[src/rtl/cond_commit_stage.sv]
`default_nettype none
// ============================================================================
//  Module      : cond_commit_stage
//  Description : Conditional-execution / commit stage between execute and
//                memory. Evaluates the ARM condition field against the
//                architectural NZCV flags, updates the flags for executed
//                flag-setting instructions and registers the gated write
//                enables plus data into the M-stage pipeline register.
//  Revision    : 1.0 - initial release
// ============================================================================
module cond_commit_stage #(
   parameter logic [3:0] RESET_FLAGS = 4'b0000
) (
   input  logic        clk,
   input  logic        reset,
   input  logic        stall,
   input  logic        flush,
   input  logic        in_valid,
   input  logic [31:0] ALUResult,
   input  logic [3:0]  ALUFlags,
   input  logic [3:0]  Cond,
   input  logic [1:0]  FlagW,
   input  logic        PCS,
   input  logic        RegW,
   input  logic        MemW,
   input  logic        NoWrite,
   input  logic [3:0]  WA3,
   input  logic [31:0] WriteData,
   output logic        ValidM,
   output logic        PCSrcM,
   output logic        RegWriteM,
   output logic        MemWriteM,
   output logic [31:0] ResultM,
   output logic [31:0] WriteDataM,
   output logic [3:0]  WA3M,
   output logic [3:0]  Flags,
   output logic        CondEx
);

   // Architectural flags and M-stage pipeline register
   logic [3:0]  flags_q,  flags_d;
   logic        valid_q,  valid_d;
   logic        pcs_q,    pcs_d;
   logic        regw_q,   regw_d;
   logic        memw_q,   memw_d;
   logic [31:0] result_q, result_d;
   logic [31:0] wdata_q,  wdata_d;
   logic [3:0]  wa3_q,    wa3_d;

   logic        flag_n, flag_z, flag_c, flag_v;
   logic        cond_ex;
   logic        accept;
   logic        exec;

   assign flag_n = flags_q[3];
   assign flag_z = flags_q[2];
   assign flag_c = flags_q[1];
   assign flag_v = flags_q[0];

   // Condition decode against the registered flags only (never ALUFlags),
   // so an instruction sees the flags written by its predecessor
   always_comb begin
      cond_ex = 1'b0;
      case (Cond)
         4'b0000: cond_ex = flag_z;
         4'b0001: cond_ex = ~flag_z;
         4'b0010: cond_ex = flag_c;
         4'b0011: cond_ex = ~flag_c;
         4'b0100: cond_ex = flag_n;
         4'b0101: cond_ex = ~flag_n;
         4'b0110: cond_ex = flag_v;
         4'b0111: cond_ex = ~flag_v;
         4'b1000: cond_ex = flag_c & ~flag_z;
         4'b1001: cond_ex = ~flag_c | flag_z;
         4'b1010: cond_ex = (flag_n == flag_v);
         4'b1011: cond_ex = (flag_n != flag_v);
         4'b1100: cond_ex = ~flag_z & (flag_n == flag_v);
         4'b1101: cond_ex = flag_z | (flag_n != flag_v);
         4'b1110: cond_ex = 1'b1;
         default: cond_ex = 1'b0;  // 1111: never executes
      endcase
   end

   assign accept = in_valid & ~stall & ~flush;
   assign exec   = accept & cond_ex;

   // Next-state for flags and the M-stage register; flush clears only the
   // control bits so the data fields keep their last captured values
   always_comb begin
      flags_d  = flags_q;
      valid_d  = valid_q;
      pcs_d    = pcs_q;
      regw_d   = regw_q;
      memw_d   = memw_q;
      result_d = result_q;
      wdata_d  = wdata_q;
      wa3_d    = wa3_q;

      if (exec && FlagW[1]) begin
         flags_d[3:2] = ALUFlags[3:2];
      end
      if (exec && FlagW[0]) begin
         flags_d[1:0] = ALUFlags[1:0];
      end

      if (flush) begin
         valid_d = 1'b0;
         pcs_d   = 1'b0;
         regw_d  = 1'b0;
         memw_d  = 1'b0;
      end else if (!stall) begin
         valid_d  = in_valid;
         regw_d   = exec & RegW & ~NoWrite;
         memw_d   = exec & MemW;
         pcs_d    = exec & PCS;
         result_d = ALUResult;
         wdata_d  = WriteData;
         wa3_d    = WA3;
      end
   end

   // State register with asynchronous active-low reset
   always_ff @(posedge clk or negedge reset) begin
      if (!reset) begin
         flags_q  <= RESET_FLAGS;
         valid_q  <= 1'b0;
         pcs_q    <= 1'b0;
         regw_q   <= 1'b0;
         memw_q   <= 1'b0;
         result_q <= 32'h0;
         wdata_q  <= 32'h0;
         wa3_q    <= 4'h0;
      end else begin
         flags_q  <= flags_d;
         valid_q  <= valid_d;
         pcs_q    <= pcs_d;
         regw_q   <= regw_d;
         memw_q   <= memw_d;
         result_q <= result_d;
         wdata_q  <= wdata_d;
         wa3_q    <= wa3_d;
      end
   end

   assign Flags      = flags_q;
   assign CondEx     = cond_ex;
   assign ValidM     = valid_q;
   assign PCSrcM     = pcs_q;
   assign RegWriteM  = regw_q;
   assign MemWriteM  = memw_q;
   assign ResultM    = result_q;
   assign WriteDataM = wdata_q;
   assign WA3M       = wa3_q;

endmodule
`default_nettype wire

[config.mk]
export PLATFORM = sky130hd
export DESIGN_NAME = cond_commit_stage
export DESIGN_NICKNAME = d
export VERILOG_FILES = /design/src/rtl/cond_commit_stage.sv
export SDC_FILE = /design/constraint.sdc
export NUM_CORES = 1
export LEC_CHECK = 0
export ABC_CLOCK_PERIOD_IN_PS = 2000
export BUFFER_PORTS_ARGS = -buffer_cell sky130_fd_sc_hd__buf_2
export CORE_MARGIN = 5
export CORE_UTILIZATION = 44
export CTS_CLUSTER_DIAMETER = 100
export CTS_CLUSTER_SIZE = 14
export DETAILED_ROUTE_END_ITERATION = 10
export PLACE_DENSITY = 0.88
export RECOVER_POWER = 100
export REMOVE_ABC_BUFFERS = 1
export SLEW_MARGIN = 20
export SYNTH_ARGS = -nofsm -noshare
export SYNTH_HDL_FRONTEND = slang
export SYNTH_SLANG_ARGS = --single-unit
[constraint.sdc]
create_clock -name clk -period 2 [get_ports clk]
set_input_delay 0.1 -clock clk [delete_from_list [all_inputs] [get_ports clk]]
set_output_delay 0.1 -clock clk [all_outputs]
set_load 0.02 [all_outputs]
==> flow_metrics.tcl <==
set metrics [dict create \
    synth_area_leaders "dfrtp_1, mux2_2, mux2_1" \
    worst_pin_slew_ps 1367 \
    grt_pass1_vias 2829 \
    cp.required_ps 1900 \
    relSlewSlack 0.08850 \
    fin_cells 514 \
    status "complete, but fails checks" \
    crit_start "Flags[0]" \
    cp_max_fo 5 \
    fin_skew_ps 5.991 \
    h-tree-depth 3 \
    grt_max_degree 77 \
    die_area_um2 8618 \
    layout_commonest_cell "buf_2" \
    rows 30 \
    setup_ws_ps -38.01 \
    yosysTopAreaCellShare 0.6299 \
    num-fill-cells 510 \
    max_stage_delay_ps 450 \
    dp_cells 431 \
    p_leak_uw 0.002128 \
    yosys_warnings 0 \
    path_class "flip-flop to output port" \
    ys_ff_latch 76 \
    cts.sinks 76 \
    port_buffers 163 \
    drc_errors 0 \
    antenna_found_initial 0 \
    finalHoldViolCount 0 \
    fin_crit_sh 1.019 \
    hold_class "input pin to flip-flop" \
    r2r_start "Flags[3]" \
    area_delta_synth_final_pct 57.44 \
    max_freq_mhz 490.7 \
    drive_above_1_share 0.4101 \
    setup_viol 1 \
    first_iter_violations 63 \
    pwr-share-comb 0.280 \
    start_kind "flip-flop" \
    synth_cells 195 \
    switching_share 0.3153 \
    hpwl_mm 5.259 \
    ys_async_sr_fraction 1.000 \
    initial_core_util 0.4493 \
    post-route-min-period_ps 2038 \
    synth_ff_type "dfrtp_1" \
    dp_slack_ps 52.34 \
    setup_tns_ps -38.01 \
    die_h_um 92.84 \
    antennaDiodeCount 0 \
    ir_drop_uv 465.6 \
    cts_inserted_buffers 9 \
    finalNetCount 518 \
    insertion_delay_ps 330 \
    num_io_pins 164 \
    first_pass_iters 4 \
    most-common-layout-cells "buf_2, dfrtp_1, clkbuf_1" \
    overflow 0 \
    clk_pin_slew_ps 70 \
    cts_tree "built" \
    rsz0062_at_grt "true" \
    core_um2 6719 \
    ant_nets 0 \
    crit_path_end_kind "output port" \
    power_frac_seq 0.439 \
    synth.avg_cell_area_um2 15.48 \
    max_cap_violations 0 \
    yosysSeqAreaShare 0.6299 \
    yosysUniqueCellTypes 29 \
    crit_slowest_cell "dfrtp_2" \
    intPower_uw 3045 \
    whs_ps 17.00 \
    clockBufferDepth 2 \
    wirelength_mm 8.929 \
    finalMaxSlewViolations 0 \
    syn_area_um2 3019 \
    path_cells "xnor2_1, and3_1, o311ai_4, nand3_2, buf_4" \
    cts_setup_buffers 0 \
    crit_arrival_ps 1940 \
    power.density_nw_per_um2 935.7 \
    dr_total_vias 2551 \
    synth_top_cell_by_area "dfrtp_1" \
    clockPowerShare 0.281 \
    routed_via_density 4.963 \
    wl_per_cell_um 17.37 \
    violations "setup timing" \
    grtUsageTotal 0.2079 \
    grt_pass1_wl_mm 13.94 \
    cts_root_buffer "clkbuf_8" \
    hold_path_startpoint "WriteData[1]" \
    place_congestion 0.9361 \
    switchingPower_uw 1402 \
    synth_edf_count 0 \
    die_w_um 92.84 \
]
## final timing paths
kind                                  to  slack, ps  cells past startpoint
max in group asynchronous       Flags[0]        890                      2
setup reg to reg                Flags[3]         30                      5
setup / recovery                  CondEx        -40                      5
hold reg to reg                   ValidM        490                      1
min in group asynchronous     ResultM[0]        460                      2
hold / removal             WriteDataM[1]         20                      2
## cells in the mapped netlist, types with 2 or more instances
cell type  number
o32a_1          2
nand3_1         2
nand2b_1        2
a32o_1          3
nand2_1         4
clkbuf_1        6
mux2_2         68
xor2_1          2
xnor2_1         3
a31oi_1         2
buf_2           2
mux2_1          4
nor2_1          3
nor2b_1         2
dfrtp_1        76
## final cells by class
type                            instances  area [um^2]  share of cell area
Inverter                                1        3.754           0.0007897
Sequential cell                        76         1903              0.4004
Multi-Input combinational cell        109         1105              0.2324
Clock buffer                           10        137.6             0.02895
Clock inverter                          4        73.82             0.01553
Tap cell                               80        100.1             0.02106
Timing Repair Buffer                  234         1430              0.3009
## registers in the layout (all words and copies together) (netlist names)
signal	count
ResultM	32
WriteDataM	32
Flags	4
WA3M	4
MemWriteM	1
PCSrcM	1
RegWriteM	1
ValidM	1
## kinds of logic (layout without fill, tap and decap cells)
logic type             after synthesis  in the layout  share of synthesized area
flip-flops                          76             76                     0.6299
multiplexers                        73             73                     0.2735
AND/OR/NAND/NOR                     19             19                    0.03399
AO/OA/AOI/OAI                       12             12                    0.03232
buffers and inverters               10            249                    0.01575
XOR/XNOR                             5              5                    0.01451
## worst max-delay path, delay by kind of cell, from the launching register on
kind,cells,cell delay [ps]
AOI/OAI and AO/OA,1,410
DFF,1,450
and+or+nand+nor,2,390
xor gates and xnor gates,1,150
buffers and inverters,1,210
## power groups by stage
stage	Sequential [uW]	Clock (uW)	Combinational (uW)
after floorplan	2260	0	390
after global placement	1940	0	1130
after detailed placement	1960	0	1160
after CTS	1940	1300	1270
after global routing	1990	1340	1330
final	1950	1250	1250
## metal layers
layer	track usage	wire length, um	up-vias
li1	-	-	1173
met1	0.2180	3173	1222
met2	0.3839	4771	132
met3	0.05686	739	24
met4	0.09280	245	0
met5	0	0	-
## stage by stage
stage	total power, uW	util	instance area (um^2)
6_report	4447	0.7074	4753
5_1_grt	4658	0.7074	4753
3_3_place_gp	3070	0.5829	3916
4_1_cts	4506	0.7190	4831
2_1_floorplan	2650	-	2975
3_5_place_dp	3122	0.5829	3916
## what timing repair did
action / CTS / global route
gates resized for setup: 2 / 5
gates cloned: 0 / 0
hold buffers: 69 / 0
pin swaps: 0 / 1
endpoints found under the setup margin: 1 / 5
endpoints found under the hold margin: 144 / 0
(Power assumes the default switching activity.)
